**src/rtl/mem_access_stage_if.sv**
```systemverilog
// Data-memory bus between the MEM stage (master) and the data memory (slave).
// A request (d_readM or d_writeM) stays asserted until the rising edge on which d_ack=1 is sampled.
interface mem_access_stage_if #(parameter int WORD_SIZE = 16) ();
    logic                 d_readM;
    logic                 d_writeM;
    logic [WORD_SIZE-1:0] d_address;
    logic [WORD_SIZE-1:0] d_data_out;
    logic [WORD_SIZE-1:0] d_data_in;
    logic                 d_ack;

    modport master (
        output d_readM, d_writeM, d_address, d_data_out,
        input  d_data_in, d_ack
    );

    modport slave (
        input  d_readM, d_writeM, d_address, d_data_out,
        output d_data_in, d_ack
    );
endinterface

```
**src/rtl/mem_access_stage.sv**
```systemverilog
// MEM pipeline stage: EX/MEM latch plus an IDLE/WAIT/DONE access FSM that stalls upstream
// stages while a load or store is outstanding on the data-memory bus.
module mem_access_stage #(
    parameter int WORD_SIZE = 16
) (
    input  logic                 clk,
    input  logic                 reset_n,
    input  logic                 ex_valid,
    input  logic [WORD_SIZE-1:0] ex_alu_result,
    input  logic [WORD_SIZE-1:0] ex_store_data,
    input  logic [1:0]           ex_rd,
    input  logic                 ex_mem_read,
    input  logic                 ex_mem_write,
    input  logic                 ex_mem_to_reg,
    input  logic                 ex_reg_write,
    input  logic                 ex_is_wwd,
    output logic                 mem_stall,
    mem_access_stage_if.master   dmem,
    output logic                 wb_valid,
    output logic                 wb_mem_to_reg,
    output logic                 wb_reg_write,
    output logic                 wb_is_wwd,
    output logic [WORD_SIZE-1:0] wb_mem_data,
    output logic [WORD_SIZE-1:0] wb_alu_result,
    output logic [1:0]           wb_rd,
    output logic                 fwd_reg_write,
    output logic [1:0]           fwd_rd,
    output logic [WORD_SIZE-1:0] fwd_value,
    output logic [1:0]           fsm_state
);

    localparam logic [1:0] ST_IDLE = 2'b00;
    localparam logic [1:0] ST_WAIT = 2'b01;
    localparam logic [1:0] ST_DONE = 2'b10;

    logic                 l_valid;
    logic [WORD_SIZE-1:0] l_alu_result;
    logic [WORD_SIZE-1:0] l_store_data;
    logic [1:0]           l_rd;
    logic                 l_mem_read;
    logic                 l_mem_write;
    logic                 l_mem_to_reg;
    logic                 l_reg_write;
    logic                 l_is_wwd;
    logic [WORD_SIZE-1:0] mem_data;
    logic [1:0]           state;

    logic is_mem;
    logic req_active;

    assign is_mem     = l_valid & (l_mem_read | l_mem_write);
    assign req_active = is_mem & ((state == ST_IDLE) | (state == ST_WAIT));

    // d_ack is only meaningful in WAIT; IDLE always spends one cycle presenting the request.
    always_ff @(posedge clk or negedge reset_n) begin
        if (!reset_n) begin
            l_valid      <= 1'b0;
            l_alu_result <= '0;
            l_store_data <= '0;
            l_rd         <= 2'b00;
            l_mem_read   <= 1'b0;
            l_mem_write  <= 1'b0;
            l_mem_to_reg <= 1'b0;
            l_reg_write  <= 1'b0;
            l_is_wwd     <= 1'b0;
            mem_data     <= '0;
            state        <= ST_IDLE;
        end else begin
            if (!mem_stall) begin
                l_valid      <= ex_valid;
                l_alu_result <= ex_alu_result;
                l_store_data <= ex_store_data;
                l_rd         <= ex_rd;
                l_mem_read   <= ex_mem_read;
                l_mem_write  <= ex_mem_write;
                l_mem_to_reg <= ex_mem_to_reg;
                l_reg_write  <= ex_reg_write;
                l_is_wwd     <= ex_is_wwd;
            end
            case (state)
                ST_IDLE: if (is_mem) state <= ST_WAIT;
                ST_WAIT: begin
                    if (dmem.d_ack) begin
                        state <= ST_DONE;
                        if (l_mem_read) mem_data <= dmem.d_data_in;
                    end
                end
                ST_DONE: state <= ST_IDLE;
                default: state <= ST_IDLE;
            endcase
        end
    end

    assign mem_stall       = req_active;
    assign dmem.d_readM    = req_active & l_mem_read;
    // A dual-control op is executed as a read only.
    assign dmem.d_writeM   = req_active & l_mem_write & ~l_mem_read;
    assign dmem.d_address  = req_active ? l_alu_result : '0;
    assign dmem.d_data_out = req_active ? l_store_data : '0;

    assign wb_valid      = l_valid & (~is_mem | (state == ST_DONE));
    assign wb_mem_to_reg = wb_valid & l_mem_to_reg;
    assign wb_reg_write  = wb_valid & l_reg_write;
    assign wb_is_wwd     = wb_valid & l_is_wwd;
    assign wb_mem_data   = mem_data;
    assign wb_alu_result = l_alu_result;
    assign wb_rd         = l_rd;

    assign fwd_reg_write = l_valid & l_reg_write & ~l_mem_to_reg;
    assign fwd_rd        = l_rd;
    assign fwd_value     = l_alu_result;
    assign fsm_state     = state;

endmodule

```
**src/flat_wrapper.sv**
```systemverilog
// flat-port wrapper written by rule: the top's interface ports become plain ports
module mem_access_stage_flat 
#(
    parameter int WORD_SIZE = 16
)
  (clk, reset_n, ex_valid, ex_alu_result, ex_store_data, ex_rd, ex_mem_read, ex_mem_write, ex_mem_to_reg, ex_reg_write, ex_is_wwd, mem_stall, wb_valid, wb_mem_to_reg, wb_reg_write, wb_is_wwd, wb_mem_data, wb_alu_result, wb_rd, fwd_reg_write, fwd_rd, fwd_value, fsm_state, dmem_d_readM, dmem_d_writeM, dmem_d_address, dmem_d_data_out, dmem_d_data_in, dmem_d_ack);
  mem_access_stage_if #(.WORD_SIZE(WORD_SIZE)) dmem_i ();
  input  logic clk;
  input  logic reset_n;
  input  logic ex_valid;
  input  logic [WORD_SIZE-1:0] ex_alu_result;
  input  logic [WORD_SIZE-1:0] ex_store_data;
  input  logic [1:0] ex_rd;
  input  logic ex_mem_read;
  input  logic ex_mem_write;
  input  logic ex_mem_to_reg;
  input  logic ex_reg_write;
  input  logic ex_is_wwd;
  output logic mem_stall;
  output logic wb_valid;
  output logic wb_mem_to_reg;
  output logic wb_reg_write;
  output logic wb_is_wwd;
  output logic [WORD_SIZE-1:0] wb_mem_data;
  output logic [WORD_SIZE-1:0] wb_alu_result;
  output logic [1:0] wb_rd;
  output logic fwd_reg_write;
  output logic [1:0] fwd_rd;
  output logic [WORD_SIZE-1:0] fwd_value;
  output logic [1:0] fsm_state;
  output wire logic [$bits(dmem_i.d_readM)-1:0] dmem_d_readM;
  output wire logic [$bits(dmem_i.d_writeM)-1:0] dmem_d_writeM;
  output wire logic [$bits(dmem_i.d_address)-1:0] dmem_d_address;
  output wire logic [$bits(dmem_i.d_data_out)-1:0] dmem_d_data_out;
  input wire logic [$bits(dmem_i.d_data_in)-1:0] dmem_d_data_in;
  input wire logic [$bits(dmem_i.d_ack)-1:0] dmem_d_ack;
  assign dmem_d_readM = dmem_i.d_readM;
  assign dmem_d_writeM = dmem_i.d_writeM;
  assign dmem_d_address = dmem_i.d_address;
  assign dmem_d_data_out = dmem_i.d_data_out;
  assign dmem_i.d_data_in = dmem_d_data_in;
  assign dmem_i.d_ack = dmem_d_ack;
  mem_access_stage #(.WORD_SIZE(WORD_SIZE)) u_core (.clk(clk), .reset_n(reset_n), .ex_valid(ex_valid), .ex_alu_result(ex_alu_result), .ex_store_data(ex_store_data), .ex_rd(ex_rd), .ex_mem_read(ex_mem_read), .ex_mem_write(ex_mem_write), .ex_mem_to_reg(ex_mem_to_reg), .ex_reg_write(ex_reg_write), .ex_is_wwd(ex_is_wwd), .mem_stall(mem_stall), .dmem(dmem_i), .wb_valid(wb_valid), .wb_mem_to_reg(wb_mem_to_reg), .wb_reg_write(wb_reg_write), .wb_is_wwd(wb_is_wwd), .wb_mem_data(wb_mem_data), .wb_alu_result(wb_alu_result), .wb_rd(wb_rd), .fwd_reg_write(fwd_reg_write), .fwd_rd(fwd_rd), .fwd_value(fwd_value), .fsm_state(fsm_state));
endmodule
```
**config.mk**
```make
export PLATFORM = sky130hd
export DESIGN_NAME = mem_access_stage_flat
export DESIGN_NICKNAME = d
export VERILOG_FILES = /design/src/rtl/mem_access_stage_if.sv /design/src/rtl/mem_access_stage.sv /design/src/flat_wrapper.sv
export SDC_FILE = /design/constraint.sdc
export NUM_CORES = 1
export LEC_CHECK = 0
export CORE_AREA = 2 2 111 91
export CTS_CLUSTER_DIAMETER = 40
export DETAILED_ROUTE_END_ITERATION = 10
export DIE_AREA = 0 0 113 93
export SETUP_SLACK_MARGIN = 0.1
export SYNTH_ARGS = -nofsm -noshare
export SYNTH_HDL_FRONTEND = slang
export SYNTH_SLANG_ARGS = --single-unit
```
**constraint.sdc**
```tcl
create_clock -name clk -period 1.85 [get_ports clk]
set_input_delay 0.4625 -clock clk [delete_from_list [all_inputs] [get_ports clk]]
set_output_delay 0.4625 -clock clk [all_outputs]
set_load 0.05 [all_outputs]
```
==> results.toml, run 1 <==
[setup_path]
rr_worst_depth = 7
critPathCaptureType = "output port"
path_cells = "nor2b_4 > nor2b_4 > buf_6 > clkbuf_16 > and2_4 > buf_12"
worstSetupPathType = "reg -> out"
worst-endpoint-required_ns = 1.39
cp-startpoint = "u_core.l_valid"
critPathMostFrequentCell = "nor2b_4"
worst_path_max_delay_cell = "dfrtp_1"
cp-start-kind = "flop"
cp_max_fo = 7
crit_arrival_ns = 1.65
r2r-start = "u_core.l_valid"
slowest_delay_ns = 0.41

[global_routing]
grt_pass1_wl_um = 11200
antenna_found_initial = 0
grt_max_degree = 33
grt_usage = 0.139
grt_pass1_vias = 2186
grt_overflow = 0

[placement]
port_buffers = 152
gp_congestion = 0.690
post-dp-hpwl_um = 4940

[yosys]
ys_warn_count = 0
ys_types = 22
syn_area_sq_um = 2760
ys.flop_type = "dfrtp_1"
ys_ff_latch = 58
yosysSeqAreaShare = 0.525
syn-instance-count = 191
syn_nets = 250
async_flop_share = 1.00
synth_edf_count = 0
syn_area_per_cell_sq_um = 14.5

[detailed_routing]
wl_met2_um = 3380
vias_per_cell = 4.25
drt-wirelength-per-cell_um = 14.5
top_layer = "met4"
wl_met3_um = 926
detail-route-antenna-nets = 0
met1Wirelength_um = 2800
dr.pass1.iters = 7
vias = 2084
first_iter_violations = 64
drt-total-wl_um = 7120
drc = 14

[die]
core_sq_um = 9450
rows = 32
io_pins = 153
initial_core_util = 0.292
die_h_um = 93
dieWidth_um = 113
die-area_sq_um = 10500

[clock_network]
htreeDepth = 3
clk_pin_slew_ns = 0.05
cts_buffer_depth = 2
root_buffer = "clkbuf_16"
clkLatencyLatePin_ns = 0.32
cts_tree = "built"
numCtsBuffers = 9
cts_hold_buf = 0
cts_sinks = 58

[sta]
clock.fmax_ghz = 0.474
worst_pin_slew_ns = 0.413
rsz0062_at_grt = "yes"
skew_ns = 0.00415
slew_violations = 0
fin_crit_ns = 2.11
final_hold_viol_count = 0
fin_ws_ns = -0.259
setup_viol_count_final = 38
timing.setup.tns_ns = -8.11
max_slew_margin = 0.724
fin_crit_sh = 1.14

[status]
outcome = "finished with violations"
violations = "design-rule violations, negative setup slack"

[cells_and_area]
n_fill_cell = 811
diodes = 0
drive_gt1_frac = 0.671
nets = 425
area_growth_pct = 91.3
final_common_cell = "buf_4"
final_cell_mix = "82 x buf_4, 57 x clkdlybuf4s50_1, 57 x dfrtp_1"

[job]
maxCapViolCount = 0

[worst_hold_path]
hp-class = "in -> async"
-- synth_stat cells, drive strengths merged (2+ instances only) --
cell type	number	area share
dfrtp	58	0.53
mux2	54	0.27
and2	36	0.082
buf	25	0.079
and3b	3	0.010
nor2b	3	0.010
clkbuf	2	0.0036
nand2	2	0.0054
nor2	2	0.0027
o21ai	2	0.0036
-- final cells by class --
| type | instances | area, sq um | area share |
|---|---|---|---|
| Sequential cell | 58 | 1450 | 0.275 |
| Inverter | 1 | 3.75 | 0.000710 |
| Multi-Input combinational cell | 105 | 1190 | 0.224 |
| Tap cell | 119 | 149 | 0.0282 |
| Clock buffer | 11 | 243 | 0.0459 |
| Timing Repair Buffer | 191 | 2170 | 0.411 |
| Clock inverter | 5 | 77.6 | 0.0147 |
-- stage by stage --
step | setup slack, ns | cells | cell area [sq um] | hold slack (ns) | util
after global placement | 0.0525 | 450 | 4710 | 0.488 | 0.498
after CTS | -0.266 | 485 | 5240 | 0.147 | 0.554
after global routing | -0.355 | 490 | 5280 | 0.162 | 0.559
after floorplan | 0.0227 | 191 | 2890 | 0.167 | -
final | -0.259 | 490 | 5280 | 0.137 | 0.559
after detailed placement | 0.0273 | 450 | 4710 | 0.492 | 0.498
-- worst max-delay path, delay by kind of cell (launching register included) --
kind	cells	cell delay [ns]
flops	1	0.41
simple gates	3	0.48
buf+inv	3	0.43
-- worst paths after layout --
path | slack, ns | endpoint
setup / recovery | -0.26 | dmem_d_data_out[6]
hold / removal | 0.14 | u_core.wb_mem_data[11]
setup reg to reg | 0.22 | u_core.fwd_value[11]
hold reg to reg | 0.51 | u_core.wb_mem_data[4]
max in group asynchronous | 1.37 | u_core.l_mem_to_reg
min in group clk | 0.51 | u_core.wb_mem_data[4]
-- routing by layer --
metal,up-vias,global-route usage
met1,1008,0.163
li1,967,-
met2,105,0.220
met4,0,0.0366
met5,-,0
met3,4,0.0784
-- repair_timing --
| item | CTS | global route |
|---|---|---|
| endpoints found under the setup margin | 39 | 46 |
| gates cloned | 2 | 1 |
| setup buffers | 18 | 6 |
| pin swaps | 5 | 1 |
| hold endpoints to repair | 0 | 0 |
| gates resized for setup | 7 | 4 |
-- kinds of logic (layout without fill, tap and decap cells) --
group,after synthesis,after routing,share of synthesized area
buf+inv,28,208,0.0842
simple gates,47,47,0.112
mux,54,54,0.269
flops,58,58,0.525
compound gates,4,4,0.00906
Power of run 1 is not shown: default switching activity piles up to over one toggle a cycle in this logic, so the estimate is an artifact.
==> run 2, diff against run 1 <==
Settings changed: SKIP_LAST_GASP set to 1.
==> results.toml, run 2 (synthesis results as in run 1) <==
[status]
outcome = "finished with violations"
violations = "design-rule violations, negative setup slack"

[setup_path]
worst_path_max_delay_cell = "dfrtp_1"
critPathMostFrequentCell = "nor2b_4"
path_cells = "nor2b_4 > nor2b_4 > buf_6 > clkbuf_16 > and2_4 > buf_12"
slowest_delay_ns = 0.41
cp-start-kind = "flop"
crit_arrival_ns = 1.65
worst-endpoint-required_ns = 1.39
worstSetupPathType = "reg -> out"
critPathCaptureType = "output port"
cp_max_fo = 7

[global_routing]
antenna_found_initial = 0
grt_max_degree = 33
grt_usage = 0.138
grt_pass1_vias = 2180
grt_overflow = 0
grt_pass1_wl_um = 11200

[job]
maxCapViolCount = 0

[detailed_routing]
drt-total-wl_um = 7170
vias = 2088
drc = 14
first_iter_violations = 68
dr.pass1.iters = 7
vias_per_cell = 4.26
drt-wirelength-per-cell_um = 14.6
detail-route-antenna-nets = 0

[sta]
clock.fmax_ghz = 0.474
skew_ns = 0.00415
max_slew_margin = 0.724
fin_crit_sh = 1.14
worst_pin_slew_ns = 0.414
rsz0062_at_grt = "yes"
fin_ws_ns = -0.259
fin_crit_ns = 2.11
slew_violations = 0
final_hold_viol_count = 0
setup_viol_count_final = 38

[cells_and_area]
nets = 425
area_growth_pct = 91.3
diodes = 0
post-route-util = 0.559
final_cell_mix = "82 x buf_4, 57 x clkdlybuf4s50_1, 57 x dfrtp_1"
drive_gt1_frac = 0.671
final_common_cell = "buf_4"

[clock_network]
cts_buffer_depth = 2
numCtsBuffers = 9
clkLatencyLatePin_ns = 0.32
clk_pin_slew_ns = 0.05
root_buffer = "clkbuf_16"
cts_hold_buf = 0
htreeDepth = 3
cts_tree = "built"
cts_sinks = 58

[die]
io_pins = 153
die-area_sq_um = 10500
dieWidth_um = 113
rows = 32
core_sq_um = 9450
die_h_um = 93
initial_core_util = 0.292

[placement]
port_buffers = 152
post-dp-hpwl_um = 4940
gp_congestion = 0.690

[worst_hold_path]
hp-class = "in -> async"
## run 2: cell counts in the layout (fill, tap and decap cells not counted)
Identical to the previous run, type by type.
## run 2: stage by stage
stage / setup TNS (ns) / hold WS, ns / cell area (sq um) / setup WS [ns] / cells
after floorplan: 0 / 0.167 / 2890 / 0.0227 / 191
after global placement: 0 / 0.488 / 4710 / 0.0525 / 450
after detailed placement: 0 / 0.492 / 4710 / 0.0273 / 450
after CTS: -8.41 / 0.147 / 5230 / -0.266 / 485
after global routing: -11.54 / 0.162 / 5280 / -0.355 / 490
final: -8.11 / 0.137 / 5280 / -0.259 / 490
## run 2: worst paths after layout
path                                            start  cells past startpoint  slack, ns                     end
max in group asynchronous                     reset_n                      2       1.37     u_core.l_mem_to_reg
worst min-delay path                          reset_n                      2       0.14  u_core.wb_mem_data[11]
worst max-delay path                   u_core.l_valid                      6      -0.26      dmem_d_data_out[6]
min in group clk                u_core.wb_mem_data[4]                      1       0.51   u_core.wb_mem_data[4]
worst max register to register         u_core.l_valid                      7       0.22    u_core.fwd_value[11]
worst min register to register  u_core.wb_mem_data[4]                      1       0.51   u_core.wb_mem_data[4]
## run 2: metal layers
metal,track usage,share of wire,up-vias
li1,-,-,968
met5,0,0,-
met2,0.219,0.47,105
met1,0.163,0.39,1011
met4,0.0366,0.0036,0
met3,0.0784,0.13,4
## run 2: what timing repair did
| item | in CTS | in global routing |
|---|---|---|
| pin swaps | 5 | 1 |
| setup endpoints to repair | 39 | 46 |
| gates resized for setup | 6 | 5 |
| endpoints found under the hold margin | 0 | 0 |
| gates cloned | 2 | 1 |
| buffers inserted | 18 | 6 |
## run 2: cell type report
class | instances | area [sq um]
fill | 809 | 4170
timing repair buffer | 191 | 2170
sequential | 58 | 1450
multi-input combinational | 105 | 1190
clock buffer | 11 | 243
tap | 119 | 149
clock inverter | 5 | 77.6
inverter | 1 | 3.75
## run 2: critical path, delay by kind of cell (launching register included)
family / cells / cell delay, ns
flops: 1 / 0.41
simple gates: 3 / 0.48
buf+inv: 3 / 0.43
Power of run 2 is left out for the same reason.
